**src/rtl/plab5_mcore_mem_req_cmsg_unpack_queue_pkg.sv**
```systemverilog
// plab5_mcore_mem_req_cmsg_unpack_queue_pkg: mem-request control message types and field layout
// Layout of a packed message, MSB first: type | opaque | addr | len
package plab5_mcore_mem_req_cmsg_unpack_queue_pkg;

    localparam int TYPE_NBITS = 3;

    localparam logic [TYPE_NBITS-1:0] TYPE_READ  = 3'd0;
    localparam logic [TYPE_NBITS-1:0] TYPE_WRITE = 3'd1;
    localparam logic [TYPE_NBITS-1:0] TYPE_INIT  = 3'd2;

    function automatic int len_nbits(int d);
        return $clog2(d / 8);
    endfunction

    function automatic int opaque_lsb(int a, int d);
        return len_nbits(d) + a;
    endfunction

    function automatic int type_lsb(int o, int a, int d);
        return len_nbits(d) + a + o;
    endfunction

    function automatic int msg_nbits(int o, int a, int d);
        return type_lsb(o, a, d) + TYPE_NBITS;
    endfunction

endpackage

```
**src/rtl/plab5_mcore_mem_req_cmsg_unpack.sv**
```systemverilog
// plab5_mcore_mem_req_cmsg_unpack: combinational field slicer for a packed mem-request control message
// Ports: msg (packed message) -> msg_type, opaque, addr, len
module plab5_mcore_mem_req_cmsg_unpack
    import plab5_mcore_mem_req_cmsg_unpack_queue_pkg::*;
#(
    parameter int p_opaque_nbits = 8,
    parameter int p_addr_nbits   = 32,
    parameter int p_data_nbits   = 32,
    localparam int l = len_nbits(p_data_nbits),
    localparam int c = msg_nbits(p_opaque_nbits, p_addr_nbits, p_data_nbits)
) (
    input  logic [c-1:0]              msg,
    output logic [TYPE_NBITS-1:0]     msg_type,
    output logic [p_opaque_nbits-1:0] opaque,
    output logic [p_addr_nbits-1:0]   addr,
    output logic [l-1:0]              len
);

    assign msg_type = msg[c-1 -: TYPE_NBITS];
    assign opaque   = msg[opaque_lsb(p_addr_nbits, p_data_nbits) +: p_opaque_nbits];
    assign addr     = msg[l +: p_addr_nbits];
    assign len      = msg[l-1:0];

endmodule

```
**src/rtl/plab5_mcore_mem_req_cmsg_unpack_queue.sv**
```systemverilog
// plab5_mcore_mem_req_cmsg_unpack_queue: 2-entry FIFO of mem-request control messages with unpacked head
// Ports: clk, reset (sync, active-high); in_val/in_rdy/in_msg (packed input);
//        out_val/out_rdy and out_type/out_opaque/out_addr/out_len/out_nbytes (head entry);
//        out_count (occupancy); err_count (illegal-type drops, only with PLAB5_MCORE_MEMREQ_TYPE_CHECK_EN)
// Optional feature macro: PLAB5_MCORE_MEMREQ_TYPE_CHECK_EN drops and counts messages with type > INIT.
module plab5_mcore_mem_req_cmsg_unpack_queue
    import plab5_mcore_mem_req_cmsg_unpack_queue_pkg::*;
#(
    parameter int p_opaque_nbits = 8,
    parameter int p_addr_nbits   = 32,
    parameter int p_data_nbits   = 32,
    localparam int l = len_nbits(p_data_nbits),
    localparam int c = msg_nbits(p_opaque_nbits, p_addr_nbits, p_data_nbits)
) (
    input  logic                      clk,
    input  logic                      reset,
    input  logic                      in_val,
    output logic                      in_rdy,
    input  logic [c-1:0]              in_msg,
    output logic                      out_val,
    input  logic                      out_rdy,
    output logic [TYPE_NBITS-1:0]     out_type,
    output logic [p_opaque_nbits-1:0] out_opaque,
    output logic [p_addr_nbits-1:0]   out_addr,
    output logic [l-1:0]              out_len,
    output logic [l:0]                out_nbytes,
`ifdef PLAB5_MCORE_MEMREQ_TYPE_CHECK_EN
    output logic [7:0]                err_count,
`endif
    output logic [1:0]                out_count
);

    logic [c-1:0] mem [2];
    logic         wptr;
    logic         rptr;
    logic [1:0]   count;
    logic         acc;
    logic         enq;
    logic         deq;

    // Ready/valid come only from the registered count, so there is no in->out combinational path.
    assign in_rdy    = count != 2'd2;
    assign out_val   = count != 2'd0;
    assign out_count = count;
    assign acc       = in_val && in_rdy;
    assign deq       = out_val && out_rdy;

`ifdef PLAB5_MCORE_MEMREQ_TYPE_CHECK_EN
    logic bad;
    // Illegal types are still handshaken so the producer is never stalled by them.
    assign bad = in_msg[c-1 -: TYPE_NBITS] > TYPE_INIT;
    assign enq = acc && !bad;
    always_ff @(posedge clk)
        if (reset)
            err_count <= 8'd0;
        else if (acc && bad && err_count != 8'hFF)
            err_count <= err_count + 8'd1;
`else
    assign enq = acc;
`endif

    always_ff @(posedge clk)
        if (reset) begin
            count <= 2'd0;
            wptr  <= 1'b0;
            rptr  <= 1'b0;
        end else begin
            if (enq) wptr <= ~wptr;
            if (deq) rptr <= ~rptr;
            count <= count + {1'b0, enq} - {1'b0, deq};
        end

    // Storage is not reset; a stray write during reset is harmless since the pointers restart.
    always_ff @(posedge clk)
        if (enq) mem[wptr] <= in_msg;

    plab5_mcore_mem_req_cmsg_unpack #(
        .p_opaque_nbits(p_opaque_nbits),
        .p_addr_nbits  (p_addr_nbits),
        .p_data_nbits  (p_data_nbits)
    ) u_unpack (
        .msg     (mem[rptr]),
        .msg_type(out_type),
        .opaque  (out_opaque),
        .addr    (out_addr),
        .len     (out_len)
    );

    // len 0 encodes a full data word.
    assign out_nbytes = (out_len == '0) ? (l+1)'(p_data_nbits / 8) : {1'b0, out_len};

endmodule

```
**config.mk**
```make
export PLATFORM = sky130hd
export DESIGN_NAME = plab5_mcore_mem_req_cmsg_unpack_queue
export DESIGN_NICKNAME = d
export VERILOG_FILES = /design/src/rtl/plab5_mcore_mem_req_cmsg_unpack_queue_pkg.sv /design/src/rtl/plab5_mcore_mem_req_cmsg_unpack.sv /design/src/rtl/plab5_mcore_mem_req_cmsg_unpack_queue.sv
export SDC_FILE = /design/constraint.sdc
export NUM_CORES = 1
export LEC_CHECK = 0
export ABC_AREA = 1
export ABC_CLOCK_PERIOD_IN_PS = 4000
export CAP_MARGIN = 20
export CELL_PAD_IN_SITES_DETAIL_PLACEMENT = 0
export CELL_PAD_IN_SITES_GLOBAL_PLACEMENT = 2
export CORE_ASPECT_RATIO = 1.1
export CORE_UTILIZATION = 34
export CTS_CLUSTER_SIZE = 40
export DETAILED_ROUTE_END_ITERATION = 10
export PLACE_DENSITY_LB_ADDON = 0.1
export SLEW_MARGIN = 5
export SYNTH_ARGS = -nofsm -noshare
export SYNTH_HDL_FRONTEND = slang
export SYNTH_SLANG_ARGS = --single-unit
```
**constraint.sdc**
```tcl
create_clock -name clk -period 4 [get_ports clk]
set_input_delay 0.6 -clock clk [delete_from_list [all_inputs] [get_ports clk]]
set_output_delay 0.6 -clock clk [all_outputs]
set_load 0.02 [all_outputs]
```
# Yosys cells after proc, flatten, opt, wreduce, memory -nomap -nowiden
# Memory sizes are Yosys's and may differ from the RTL's. A register that Yosys moved wholly into a read port is not among the register bits.
# Cells that the tools add are included.
# word_totals
reg_bits,4
ramBits,90
output_inout_bits,52
wordCells,18
memories,1
# classes
addsub,2
n_eq_ne,1
n_mux,5
n_bitwise,2
reduce_logical,4
# mem_list
name,words,word_bits,rd,rd_clocked_by_memory_dff,write_ports,line_no,text
mem,2,45,1,1,1,plab5_mcore_mem_req_cmsg_unpack_queue.sv:33,logic [c-1:0] mem [2];
# op_table
cell,count
1-bit 2-to-1 mux,4
3-bit 2-to-1 mux,1
2-bit by 1-bit adder with 2-bit output,1
1-bit logical AND,2
2-bit logical NOT,1
2-bit != test (second input constant),1
1-bit NOT,2
2-bit nonzero test,1
2-bit by 1-bit subtractor with 2-bit output,1

# Longest topological paths before layout
# logic_depth
depth_word,4
depth_mapped,11

# Hierarchy
# Synthesis repeated with hierarchy kept, for this count alone.
# unflattened
cells_unflattened,224
area_unflattened_um2,4040.1
# by_module_without_submodules
mod,n_inst,cells_each,area_each_um2,seq_area_each_um2
plab5_mcore_mem_req_cmsg_unpack_queue,1,179,3702.3,2802.7
plab5_mcore_mem_req_cmsg_unpack,1,45,337.8,0.0

# Worst setup path before layout
# OpenSTA, ideal clock, no wires.
# synth_timing
kind,register -> register
start,"register count[0], in the netlist out_count[0]"
end,memory mem[1][0] (netlist name) (enable)
setup_time_ns,0.449
arrival_time_ns,2.799
required_ns,3.551
setup_slack_ns,0.752
path_stages_with_launch,5
path_buffers,0
cell_sequence,dfxtp_1 -> inv_1 -> nand2_1 -> nand2_2 -> nor2_1
# synth_between
elab_chain_len,4
# synth_rtl
item,line_no,text
from (decl),plab5_mcore_mem_req_cmsg_unpack_queue.sv:36,logic [1:0] count;
from (signal assigned),plab5_mcore_mem_req_cmsg_unpack_queue.sv:70,"count <= count + {1'b0, enq} - {1'b0, deq};"
2-bit != test,plab5_mcore_mem_req_cmsg_unpack_queue.sv:42,assign in_rdy = count != 2'd2;
net in_rdy,plab5_mcore_mem_req_cmsg_unpack_queue.sv:18,"output logic in_rdy,"
1-bit logical AND,plab5_mcore_mem_req_cmsg_unpack_queue.sv:45,assign acc = in_val && in_rdy;
1-bit 2-to-1 mux,plab5_mcore_mem_req_cmsg_unpack_queue.sv:75,if (enq) mem[wptr] <= in_msg;
1-bit 2-to-1 mux (implied by the code),plab5_mcore_mem_req_cmsg_unpack_queue.sv:75,
to (decl),plab5_mcore_mem_req_cmsg_unpack_queue.sv:33,
# The timed path passes the listed nets, and every way through them passes these cells.

==> flow_metrics.tcl <==
set metrics [dict create \
    synthCells 181 \
    drcViolationCount 0 \
    yosys_warnings 0 \
    total_leakage_power_nw 1.81 \
    crit_path_start_kind "flip-flop" \
    via_per_inst 4.27 \
    syn_nets 231 \
    die_w_um 101 \
    antenna_found_initial 0 \
    slowest_delay_ns 0.60 \
    synth_mux_area_frac 0.170 \
    pre_cts_slack_ns 1.58 \
    initial_core_util 0.350 \
    rows 39 \
    synth_top_area_frac 0.743 \
    crit_required_ns 3.40 \
    cts.sinks 95 \
    cts.path.max_buffers 2 \
    die_y_um 111 \
    rr_endpoint "mem[0][44]" \
    firstDrtPassIters 4 \
    synth_top_family_by_area "multiplexers" \
    synthAdderAreaFrac 0.00344 \
    ys.flop_type "edfxtp_1" \
    cp_top_family "buffers and inverters" \
    status "completed" \
    tightest_slew_ns 0.690 \
    grt_pass1_wl_um 9380 \
    skew_ns 0.00602 \
    antenna_left 0 \
    postCtsSetupBuffers 0 \
    fin_crit_sh 0.666 \
    crit_fanout 23 \
    crit_type "reg2out" \
    synth_top_area_cell "edfxtp_1" \
    async_reset_ff_frac 0 \
    drv_slew 0 \
    synth_area_um2 3640 \
    ir_worst_vdd_mv 0.243 \
    pin_count 101 \
    grt_pass1_vias 1933 \
    rsz0062_at_grt "false" \
    core-area_um2 10400 \
    hpwl_um 4020 \
    setup_violations 0 \
    cts_buffers 9 \
    synth-simple-area-share 0.0237 \
    clk_pin_slew_ns 0.06 \
    synth_cell_type_count 18 \
    rrSetupSlack_ns 2.18 \
    arrival_ns 2.06 \
    max_slew_margin 0.539 \
    endpoint_kind "output port" \
    wl_per_cell_um 13.9 \
    avgSynthCellArea_um2 20.1 \
    hp-class "reg2reg" \
    critical_path.endpoint "out_nbytes[2]" \
    die-area_um2 11100 \
    gp_congestion 0.685 \
    nets 340 \
    overflow 0 \
    min_path_cells 2 \
    synth-edff-count 90 \
    area_growth_pct 40.8 \
    path_buf_inv 2 \
    path_cells "buf_4 -> mux2_4 -> nor2_1 -> clkdlybuf4s50_1" \
    htreeDepth 3 \
    cts_hold_buf 0 \
    maxCapViolations 0 \
    synth_area_leaders "edfxtp_1, mux2_4, mux2_2" \
    diodes 0 \
    wl_um 6080 \
    hold_violations 0 \
    grt_max_degree 28 \
    track_usage 0.115 \
    yosysMostFrequentCell "edfxtp_1" \
    fmax_ghz 0.375 \
    cts_tree "yes" \
    finalCriticalPeriod_ns 2.66 \
    finalPower_mw 3.23 \
    finalSetupTns_ns 0 \
    synthTopCellsByCount "edfxtp_1, mux2_4, mux2_2" \
    ys_ff_latch 95 \
    worstSkewPairLatency_ns 0.33 \
    worst_slack_ns 1.34 \
    io_buffers 100 \
    cellPowerDensity_nw_per_um2 630 \
    vias 1869 \
    synth_compound_area_frac 0.00516 \
    cts_root_buf "clkbuf_16" \
    seq_area_frac_synth 0.770 \
    ff2ff_path_depth 5 \
    cp.depth 4 \
    drive_gt1_frac 0.234 \
    slowest_stage "clkdlybuf4s50_1" \
    fin_util 0.493 \
    timing.rr.start "out_count[0]" \
    synth_xor_xnor_area_share 0.00241 \
    cts_resized 0 \
    drtIter0Drc 83 \
]
state kept, by name (all words and copies together), names as in the netlist, named ones only:
signal     count
out_count      2
wptr           1
rptr           1
mem           90
routing by layer:
metal	part of all wire	track usage
met1	0.42	0.132
met5	0	0
met3	0.042	0.0247
met2	0.52	0.195
met4	0.019	0.0667
power by group:
group | internal [mW] | total (mW) | leakage [nW] | switching (mW)
registers | 1.26 | 1.31 | 0.883 | 0.0431
logic | 0.569 | 1.11 | 0.784 | 0.542
clock network | 0.482 | 0.812 | 0.144 | 0.330
layout by cell type, fill, tap and decap left out, types with 2 or more instances in the layout:
master	n
buf_4	2
clkdlybuf4s50_1	100
clkinv_2	2
buf_12	2
a21oi_1	2
edfxtp_1	90
nor2_4	2
dfxtp_1	4
inv_1	9
mux2_4	30
clkinv_4	2
clkbuf_16	9
mux2_2	15
nand2_1	8
nor2_1	7
worst reg2reg max path, delay by kind of cell, from the launching register on:
kind	cells	cell delay, ns
and+or+nand+nor	3	0.79
DFF	1	0.39
buffers and inverters	2	0.32
how the worst min path moves through the flow:
stage / startpoint / end / slack (ns)
after floorplan: rptr / flip-flop / 0.47
after global placement: rptr / rptr / 0.48
after detailed placement: rptr / rptr / 0.49
after CTS: rptr / rptr / 0.51
after global routing: rptr / flip-flop / 0.53
final: rptr / flip-flop / 0.51
area by class of cell:
cell class,count,area (µm²)
Clock buffer,10,229
Clock inverter,6,61.3
Fill cell,883,5270
Inverter,9,33.8
Multi-Input combinational cell,71,761
Sequential cell,95,2800
Tap cell,143,179
Timing Repair Buffer,104,1060
cell families (layout without fill, tap and decap cells):
| group | after synthesis | in the layout |
|---|---|---|
| simple gates | 21 | 21 |
| mux | 45 | 45 |
| fa+ha+maj | 1 | 1 |
| compound gates | 3 | 3 |
| buf+inv | 15 | 129 |
| flops | 95 | 95 |
| xor+xnor | 1 | 1 |
metrics by stage:
stage          instances  instance area, µm²  hold slack (ns)
2_1_floorplan        181                3640            0.467
6_report             438                5120            0.508
4_1_cts              438                5120            0.513
5_1_grt              438                5120            0.535
3_5_place_dp         422                4830            0.491
3_3_place_gp         422                4830            0.483
Power figures use the tool's default switching activity.
